--- config.mk ---
export PLATFORM = sky130hd
export DESIGN_NAME = mon_stream_rx_flat
export DESIGN_NICKNAME = d
export VERILOG_FILES = /design/src/rtl/mon_stream_rx_pkg.sv /design/src/rtl/mon_stream_rx_if.sv /design/src/rtl/mon_bank_pp.sv /design/src/rtl/mon_stream_rx.sv /design/src/flat_wrapper.sv
export SDC_FILE = /design/constraint.sdc
export NUM_CORES = 1
export LEC_CHECK = 0
export ABC_AREA = 1
export BUFFER_PORTS_ARGS = -buffer_cell sky130_fd_sc_hd__buf_4
export CORE_ASPECT_RATIO = 2
export CORE_MARGIN = 3
export CORE_UTILIZATION = 45
export CTS_CLUSTER_DIAMETER = 30
export CTS_CLUSTER_SIZE = 14
export DETAILED_ROUTE_END_ITERATION = 8
export GPL_TIMING_DRIVEN = 0
export SLEW_MARGIN = 20
export SYNTH_ARGS = -nofsm -noshare
export SYNTH_HDL_FRONTEND = slang
export SYNTH_SLANG_ARGS = --single-unit
--- constraint.sdc ---
create_clock -name clk -period 9.55 [get_ports clk]
set_input_delay 1.91 -clock clk [delete_from_list [all_inputs] [get_ports clk]]
set_output_delay 1.91 -clock clk [all_outputs]
set_load 0.01 [all_outputs]
--- src/rtl/mon_stream_rx_pkg.sv ---
// Shared definitions for the monitor-channel stream receiver: FSM encoding,
// read-miss value and index-width helper.
package mon_stream_rx_pkg;

  typedef enum logic [1:0] {
    ST_IDLE = 2'd0,
    ST_CAPT = 2'd1,
    ST_DONE = 2'd2
  } rx_state_e;

  // Value returned for read addresses beyond the frame length.
  localparam int RD_MISS = 0;

  // wr_idx must be able to hold NCHAN itself (saturated "full" count).
  function automatic int idx_width(input int n);
    return (n < 1) ? 1 : $clog2(n + 1);
  endfunction

endpackage

--- src/rtl/mon_stream_rx_if.sv ---
// Stream input, read port, handshake and error flags of the stream receiver.
// master = stream source / bus reader side, slave = receiver.
interface mon_stream_rx_if #(
  parameter int RWI = 28,
  parameter int AW  = 2
);

  logic                  samp;
  logic signed [RWI-1:0] s_in;
  logic                  g_in;
  logic [AW-1:0]         rd_addr;
  logic signed [RWI-1:0] rd_data;
  logic                  valid;
  logic                  ack;
  logic                  overrun;
  logic                  frame_err;
  logic                  clr_err;

  modport master (
    output samp, s_in, g_in, rd_addr, ack, clr_err,
    input  rd_data, valid, overrun, frame_err
  );

  modport slave (
    input  samp, s_in, g_in, rd_addr, ack, clr_err,
    output rd_data, valid, overrun, frame_err
  );

endinterface

--- src/rtl/mon_bank_pp.sv ---
// Ping-pong register bank: one half captures while the other is published.
// swap exchanges roles; a write in the swap cycle lands in the new capture half.
module mon_bank_pp
  import mon_stream_rx_pkg::*;
#(
  parameter int NCHAN = 4,
  parameter int RWI   = 28,
  parameter int AW    = 2
) (
  input  logic                  clk,
  input  logic                  rst,
  input  logic                  wr_en,
  input  logic [AW-1:0]         wr_addr,
  input  logic signed [RWI-1:0] wr_data,
  input  logic                  swap,
  input  logic [AW-1:0]         rd_addr,
  output logic signed [RWI-1:0] rd_data
);

  localparam int DEPTH = 2 ** AW;

  logic                  pub_sel_reg;
  logic                  cap_sel;
  logic                  rd_hit;
  logic signed [RWI-1:0] rd_word [2];

  assign cap_sel = swap ? pub_sel_reg : ~pub_sel_reg;
  assign rd_hit  = ({1'b0, rd_addr} < (AW + 1)'(NCHAN));

  genvar gi;
  generate
    for (gi = 0; gi < 2; gi++) begin : g_bank
      logic signed [RWI-1:0] mem [DEPTH];

      always_ff @(posedge clk or posedge rst) begin
        if (rst) begin
          for (int i = 0; i < DEPTH; i++) mem[i] <= '0;
        end else if (wr_en && (cap_sel == 1'(gi))) begin
          mem[wr_addr] <= wr_data;
        end
      end

      assign rd_word[gi] = mem[rd_addr];
    end
  endgenerate

  always_ff @(posedge clk or posedge rst) begin
    if (rst) begin
      pub_sel_reg <= 1'b0;
    end else if (swap) begin
      pub_sel_reg <= ~pub_sel_reg;
    end
  end

  // Read uses the pre-swap selection, so a publish edge still returns old data.
  always_ff @(posedge clk or posedge rst) begin
    if (rst) begin
      rd_data <= '0;
    end else begin
      rd_data <= rd_hit ? rd_word[pub_sel_reg] : RWI'(RD_MISS);
    end
  end

endmodule

--- src/rtl/mon_stream_rx.sv ---
// Monitor-channel stream receiver: frames NCHAN gated words per samp into a
// ping-pong bank, publishes with valid/ack and tracks overrun / frame errors.
module mon_stream_rx
  import mon_stream_rx_pkg::*;
#(
  parameter int NCHAN = 4,
  parameter int RWI   = 28,
  parameter int AW    = 2
) (
  input  logic            clk,
  input  logic            rst,
  mon_stream_rx_if.slave  bus
);

  localparam int            IW       = idx_width(NCHAN);
  localparam logic [IW-1:0] FULL_IDX = IW'(NCHAN);
  localparam logic [IW-1:0] LAST_IDX = IW'(NCHAN - 1);

  rx_state_e     state_reg, state_next;
  logic [IW-1:0] wr_idx_reg, wr_idx_next;
  logic          valid_reg, valid_next;
  logic          overrun_reg, frame_err_reg;
  logic          wr_en, swap, start, ovr_set, ferr_set;
  logic [AW-1:0] wr_addr;

  always_comb begin
    state_next  = state_reg;
    wr_idx_next = wr_idx_reg;
    wr_en       = 1'b0;
    wr_addr     = AW'(wr_idx_reg);
    swap        = 1'b0;
    start       = 1'b0;
    ovr_set     = 1'b0;
    ferr_set    = 1'b0;
    valid_next  = valid_reg & ~bus.ack;

    unique case (state_reg)
      ST_IDLE: begin
        if (bus.samp) begin
          start = 1'b1;
        end else if (bus.g_in) begin
          ferr_set = 1'b1;
        end
      end
      ST_CAPT: begin
        if (bus.samp) begin
          ferr_set = (wr_idx_reg < FULL_IDX);
          start    = 1'b1;
        end else if (bus.g_in && (wr_idx_reg < FULL_IDX)) begin
          wr_en       = 1'b1;
          wr_idx_next = wr_idx_reg + 1'b1;
          if (wr_idx_reg == LAST_IDX) state_next = ST_DONE;
        end
      end
      ST_DONE: begin
        state_next = ST_IDLE;
        // An ack in this same cycle frees the published slot for the new frame.
        if (!valid_reg || bus.ack) begin
          swap       = 1'b1;
          valid_next = 1'b1;
        end else begin
          ovr_set = 1'b1;
        end
        if (bus.samp) begin
          start = 1'b1;
        end else if (bus.g_in) begin
          ferr_set = 1'b1;
        end
      end
      default: state_next = ST_IDLE;
    endcase

    // A word arriving with samp is word 0 of the new frame.
    if (start) begin
      state_next  = ST_CAPT;
      wr_idx_next = '0;
      wr_addr     = '0;
      if (bus.g_in) begin
        wr_en       = 1'b1;
        wr_idx_next = IW'(1);
        if (NCHAN == 1) state_next = ST_DONE;
      end
    end
  end

  always_ff @(posedge clk or posedge rst) begin
    if (rst) begin
      state_reg     <= ST_IDLE;
      wr_idx_reg    <= '0;
      valid_reg     <= 1'b0;
      overrun_reg   <= 1'b0;
      frame_err_reg <= 1'b0;
    end else begin
      state_reg     <= state_next;
      wr_idx_reg    <= wr_idx_next;
      valid_reg     <= valid_next;
      overrun_reg   <= ovr_set  | (overrun_reg   & ~bus.clr_err);
      frame_err_reg <= ferr_set | (frame_err_reg & ~bus.clr_err);
    end
  end

  assign bus.valid     = valid_reg;
  assign bus.overrun   = overrun_reg;
  assign bus.frame_err = frame_err_reg;

  mon_bank_pp #(
    .NCHAN (NCHAN),
    .RWI   (RWI),
    .AW    (AW)
  ) u_bank (
    .clk     (clk),
    .rst     (rst),
    .wr_en   (wr_en),
    .wr_addr (wr_addr),
    .wr_data (bus.s_in),
    .swap    (swap),
    .rd_addr (bus.rd_addr),
    .rd_data (bus.rd_data)
  );

endmodule

--- src/flat_wrapper.sv ---
// flat-port wrapper written by rule: the top's interface ports become plain ports
module mon_stream_rx_flat import mon_stream_rx_pkg::*;
#(
  parameter int NCHAN = 4,
  parameter int RWI   = 28,
  parameter int AW    = 2
)
  (clk, rst, bus_samp, bus_s_in, bus_g_in, bus_rd_addr, bus_ack, bus_clr_err, bus_rd_data, bus_valid, bus_overrun, bus_frame_err);
  mon_stream_rx_if #(.RWI(RWI), .AW(AW)) bus_i ();
  input  logic clk;
  input  logic rst;
  input wire logic [$bits(bus_i.samp)-1:0] bus_samp;
  input wire logic [$bits(bus_i.s_in)-1:0] bus_s_in;
  input wire logic [$bits(bus_i.g_in)-1:0] bus_g_in;
  input wire logic [$bits(bus_i.rd_addr)-1:0] bus_rd_addr;
  input wire logic [$bits(bus_i.ack)-1:0] bus_ack;
  input wire logic [$bits(bus_i.clr_err)-1:0] bus_clr_err;
  output wire logic [$bits(bus_i.rd_data)-1:0] bus_rd_data;
  output wire logic [$bits(bus_i.valid)-1:0] bus_valid;
  output wire logic [$bits(bus_i.overrun)-1:0] bus_overrun;
  output wire logic [$bits(bus_i.frame_err)-1:0] bus_frame_err;
  assign bus_i.samp = bus_samp;
  assign bus_i.s_in = bus_s_in;
  assign bus_i.g_in = bus_g_in;
  assign bus_i.rd_addr = bus_rd_addr;
  assign bus_i.ack = bus_ack;
  assign bus_i.clr_err = bus_clr_err;
  assign bus_rd_data = bus_i.rd_data;
  assign bus_valid = bus_i.valid;
  assign bus_overrun = bus_i.overrun;
  assign bus_frame_err = bus_i.frame_err;
  mon_stream_rx #(.NCHAN(NCHAN), .RWI(RWI), .AW(AW)) u_core (.clk(clk), .rst(rst), .bus(bus_i));
endmodule
## After elaboration in Yosys (flattened, before gate mapping)

Index checks and enable logic that the tools add are counted.

| storage, ports and cells | value |
|---|---|
| register bits after elaboration | 261 |
| bits of input ports | 36 |
| output and inout port bits | 31 |
| logic and storage cells | 96 |

| cells by class | value |
|---|---|
| add/sub/neg operators | 1 |
| $lt $le $gt $ge | 5 |
| equality and inequality tests | 8 |
| multiplexer cells | 42 |
| bitwise operators | 12 |
| reductions and logical operators | 13 |

Operator list:

| cell | number |
|---|---|
| bitwise mux 112 bit | 2 |
| 2-to-1 mux 28 bit | 8 |
| binary-select mux 28 bit (select 2 bit) | 2 |
| demux 28 bit (select 2 bit) | 1 |
| 2-to-1 mux 1 bit | 18 |
| 2-to-1 mux 3 bit | 4 |
| 2-to-1 mux 2 bit | 5 |
| greater-or-equal comparator 3 bit (second input constant) | 2 |
| != test 3 x 1 -> 1 bit (second input constant) | 2 |
| NOT 2 -> 3 bit | 2 |
| logical AND 1 bit | 4 |
| != test 2 x 1 -> 1 bit (second input constant) | 2 |
| NOT 1 bit | 4 |
| one-hot mux 2 bit (2 select lines) | 1 |
| AND reduction 4 bit | 1 |
| nonzero test 2 bit | 2 |
| adder 3 x 1 -> 3 bit (second input constant) | 1 |
| bitwise AND 1 bit | 3 |
| == test 3 x 2 -> 1 bit (second input constant) | 1 |
| less-than comparator 3 x 1 -> 1 bit (second input constant) | 1 |
| less-than comparator 3 bit (second input constant) | 1 |
| != test 3 x 2 -> 1 bit (second input constant) | 1 |
| AND reduction 3 bit | 1 |
| OR reduction 3 bit | 1 |
| 10 further kinds | 11 |

## Logic depth before layout (Yosys ltp)

| depth | value |
|---|---|
| depth after elaboration | 10 |
| mapped depth | 9 |
| mapped depth without buffers | 8 |

## By module

From an unflattened synthesis, not the netlist that was laid out.

| second synthesis, totals | value |
|---|---|
| cell total of the unflattened synthesis | 1877 |
| area, all modules | 13591.8 um^2 |

By module, submodules not included:

| module | instances | cells an instance | area each (um^2) | seq. area each (um^2) |
|---|---|---|---|---|
| mon_bank_pp | 1 | 1812 | 13121.3 | 6331.1 |
| mon_stream_rx | 1 | 65 | 470.5 | 200.2 |

## Least setup slack after synthesis

No wires, ideal clock.

| timing path | value |
|---|---|
| path kind | input -> register |
| from | in bus_g_in |
| to | reg u_core.u_bank.g_bank[1].mem[100] (netlist bit) |
| setup time | 117 ps |
| arrival time | 2874 ps |
| required time | 9433 ps |
| setup slack | 6559 ps |
| cell stages on the path | 9 |
| buffers on the path | 2 |
| cells stage by stage | inv_1 > nor2_1 > nand3_1 > nand2_2 > buf_6 > nand3_4 > buf_2 > nand2_1 > nand2_1 |

| on the way | value |
|---|---|
| cells in the longest elaborated chain, start to end | 7 |

RTL lines:

| what | line | source |
|---|---|---|
| start, declared | flat_wrapper.sv:14 | `input wire logic [$bits(bus_i.g_in)-1:0] bus_g_in;` |
| logical AND 1 bit | mon_stream_rx.sv:49 | `end else if (bus.g_in && (wr_idx_reg < FULL_IDX)) begin` |
| 2-to-1 mux 1 bit | mon_stream_rx.sv:49 |  |
| 2-to-1 mux 1 bit | mon_stream_rx.sv:46 | `if (bus.samp) begin` |
| 2-to-1 mux 1 bit | mon_stream_rx.sv:37 | `unique case (state_reg)` |
| 2-to-1 mux 1 bit | mon_stream_rx.sv:78 | `if (bus.g_in) begin` |
| 2-to-1 mux 1 bit (*) | mon_stream_rx.sv:74 | `if (start) begin` |
| logical AND 1 bit (*) | mon_bank_pp.sv:38 | `end else if (wr_en && (cap_sel == 1'(gi))) begin` |
| end signal, assigned by index | mon_bank_pp.sv:39 | `mem[wr_addr] <= wr_data;` |
| end, declared | mon_bank_pp.sv:33 | `logic signed [RWI-1:0] mem [DEPTH];` |

Every way passes the cells marked *; elsewhere a longest branch is shown, timed or not.
A chain may end at the register's enable or synchronous reset.

## Worst setup path after layout

| timing path | value |
|---|---|
| from | in bus_rd_addr[0] |
| to | reg u_core.u_bank.rd_data[24] |

| on the way | value |
|---|---|
| cells in the longest elaborated chain, start to end | 7 |
| elaborated cells between the ends (all ways) | 10 |
| classes of those cells | 9 x mux; 1 x bitwise |

RTL lines:

| what | line | source |
|---|---|---|
| start, declared | flat_wrapper.sv:15 | `input wire logic [$bits(bus_i.rd_addr)-1:0] bus_rd_addr;` |
| NOT 2 -> 3 bit (implied by the code) (*) | mon_bank_pp.sv:43 | `assign rd_word[gi] = mem[rd_addr];` |
| binary-select mux 28 bit (select 2 bit) | mon_bank_pp.sv:43 |  |
| 2-to-1 mux 28 bit (implied by the code) (2 in a row) | mon_bank_pp.sv:43 |  |
| 2-to-1 mux 28 bit (implied by the code) (*) (3 in a row) | mon_bank_pp.sv:60 | `rd_data <= rd_hit ? rd_word[pub_sel_reg] : RWI'(RD_MISS);` |
| end signal, assigned | mon_bank_pp.sv:60 |  |
| end, declared | mon_bank_pp.sv:17 | `output logic signed [RWI-1:0] rd_data` |

Every way passes the cells marked *; elsewhere a longest branch is shown, timed or not. The select of a mux whose other input is x is not followed.

==> results_dict.tcl <==
set metrics [dict create \
    ys_ff_latch 261 \
    critPathKind "in2reg" \
    cp-start-kind "input port" \
    whs_path_depth 2 \
    fin_ws_ns 5.90 \
    synthCells 1521 \
    cts_sinks 261 \
    clock_skew_ns 0.0207 \
    routed_wl_um 48300 \
    avgRoutedWirePerCell_um 24.4 \
    avgViaCountPerCell 6.02 \
    fin_util_pct 53.8 \
    worstReg2RegStart "u_core.state_reg[0]" \
    finalWeightedCongestion 0.947 \
    met2_usage_pct 53.0 \
    rsz0062_at_grt "false" \
    area_growth_pct 17.0 \
    final_cell_area_mm2 0.0145 \
    drive_above_1_share_pct 14.0 \
    hpwl_um 33600 \
    n_antenna_cell 0 \
    die_width_um 123 \
    status "complete, no violations" \
    first_global_vias 11800 \
    placed_area_mm2 0.0132 \
    netlist_area_mm2 0.0124 \
    power_mw 3.79 \
    slew_headroom_pct 36.7 \
    met3_usage_pct 5.30 \
    r2r_setup_slack_ns 7.35 \
    num_vias 11900 \
    busiest_layer "met2" \
    clkLatencyLatePin_ns 0.54 \
    ir_worst_vdd_v 0.000147 \
    ys_seq_area_share_pct 52.6 \
    max-clock-path-buffers 3 \
    worstPathArrival_ns 4.10 \
    setup.worst_path.start "bus_rd_addr[0]" \
    cts_resized 0 \
    fmax_mhz 274 \
    setup_violations 0 \
    core.rowCount 85 \
    pwr_density_cell_mw_per_mm2 261 \
    fin_tns_setup_ns 0 \
    grt_pass1_wl_um 72100 \
    ios 67 \
    dr.pass1.iters 5 \
    grt_max_degree 105 \
    largest_reg_flops 224 \
    drv.max_cap_violation_count 0 \
    netlist-cell-type-count 26 \
    io_buffers 38 \
    rr_worst_depth 7 \
    cts_tree "done" \
    post-route-min-period_ns 3.65 \
    syn_avg_cell_area_um2 8.16 \
    yosys_warnings 0 \
    instances_no_fill 1976 \
    antenna_found_initial 0 \
    worst_ep_required_time_ns 10.00 \
    die_h_um 241 \
    drc 0 \
    endpoint "u_core.u_bank.rd_data[24]" \
    core_area_mm2 0.0270 \
    fin_crit_sh_pct 38.2 \
    clockRootBuffer "clkbuf_16" \
    ant_nets 0 \
    dp.cells 1909 \
    h-tree-depth 2 \
    grt.overflow.total 0 \
    power_leakage_nw 7.45 \
    pre_cts_ws_ns 5.45 \
    grtUsageMet1_pct 37.1 \
    end_kind "flop" \
    drtIter0Drc 1106 \
    critPathMaxFanout 10 \
    post_cts_buffers 0 \
    cts_made_buffers 37 \
    r2r-end "u_core.u_bank.g_bank[0].mem[84]" \
    final_hold_viol_count 0 \
    hold_buffers 0 \
    holdWs_ns 0.465 \
    tightest_slew_ns 0.949 \
    clkSlewWorstSetupHoldPaths_ns 0.06 \
    hp-class "reg2reg" \
    syn-num-nets 1559 \
    die_area_mm2 0.0297 \
    nets 1638 \
    initial_utilization_pct 46.0 \
    n_fill_cell 2673 \
    slew_violations 0 \
    grt_use_total_pct 33.2 \
]
routing by layer:
layer / up-vias / part of all wire [%]
met5: - / 0
met4: 0 / 11
li1: 5318 / -
met1: 5727 / 34
met2: 637 / 48
met3: 214 / 6.7
worst min-delay path by stage:
stage,slack (ns),to,start
after floorplan,0.44,u_core.u_bank.g_bank[0].mem[46],u_core.u_bank.g_bank[0].mem[46]
after global placement,0.45,u_core.u_bank.g_bank[0].mem[31],u_core.u_bank.g_bank[0].mem[31]
after detailed placement,0.45,u_core.u_bank.g_bank[1].mem[66],u_core.u_bank.g_bank[1].mem[66]
after CTS,0.47,u_core.u_bank.g_bank[0].mem[72],u_core.u_bank.g_bank[0].mem[72]
after global routing,0.48,u_core.u_bank.g_bank[0].mem[42],u_core.u_bank.g_bank[0].mem[42]
final,0.46,u_core.u_bank.g_bank[0].mem[66],u_core.u_bank.g_bank[0].mem[66]
critical path, cell delays in order:
cell and delay [ns]:
buf_4 0.13, clkbuf_1 0.38, clkbuf_1 0.76, o21ai_0 0.19
o22ai_1 0.32, nand2_1 0.22, nand2_1 0.18
Yosys cell counts, drive strengths merged:
| master | instances | area share, % |
|---|---|---|
| dfrtp | 261 | 53 |
| o32ai | 1 | 0.071 |
| inv | 16 | 0.48 |
| ha | 2 | 0.20 |
| nor2 | 120 | 3.8 |
| o21ai | 115 | 4.6 |
| o22ai | 56 | 2.8 |
| nand4 | 224 | 11 |
| o21a | 1 | 0.060 |
| nand3 | 15 | 1.2 |
| o211ai | 3 | 0.18 |
| nand2 | 545 | 17 |
| buf | 86 | 3.5 |
| nor3 | 3 | 0.12 |
| clkbuf | 73 | 2.4 |
report_power, final:
part / internal (mW) / switching [mW] / leakage [nW]
clock: 0.933 / 0.555 / 0.650
sequential: 1.39 / 0.159 / 3.44
combinational: 0.242 / 0.508 / 3.36
layout by cell type, fill, tap and decap left out, types with 4 or more instances in the layout:
master,instances
buf_1,4
buf_2,78
buf_4,41
bufinv_16,6
clkbuf_1,54
clkbuf_16,39
clkbuf_2,20
clkinv_2,5
clkinv_4,5
dfrtp_1,261
inv_1,14
inv_6,5
nand2_1,540
nand2_2,5
nand3_1,7
nand3_2,4
nand3_4,4
nand4_1,224
nor2_1,115
o21ai_0,114
o22ai_1,56
layout make-up:
cell class | count | area, um2 | area share [%]
clock inverters | 25 | 327 | 2.25
multi-input cells | 1085 | 5090 | 35.0
flip-flops and latches | 261 | 6530 | 44.9
well taps | 348 | 435 | 3.00
repair buffers | 40 | 340 | 2.34
inverters | 16 | 67.6 | 0.465
clock buffers | 42 | 1010 | 6.93
plain buffers | 159 | 738 | 5.08
logic make-up after synthesis:
logic type	share of synthesized area, %
and+or+nand+nor	33.0
DFF	52.6
AOI/OAI and AO/OA	7.77
buffers and inverters	6.43
adders and majority gates	0.201
Power figures use the tool's default switching activity.
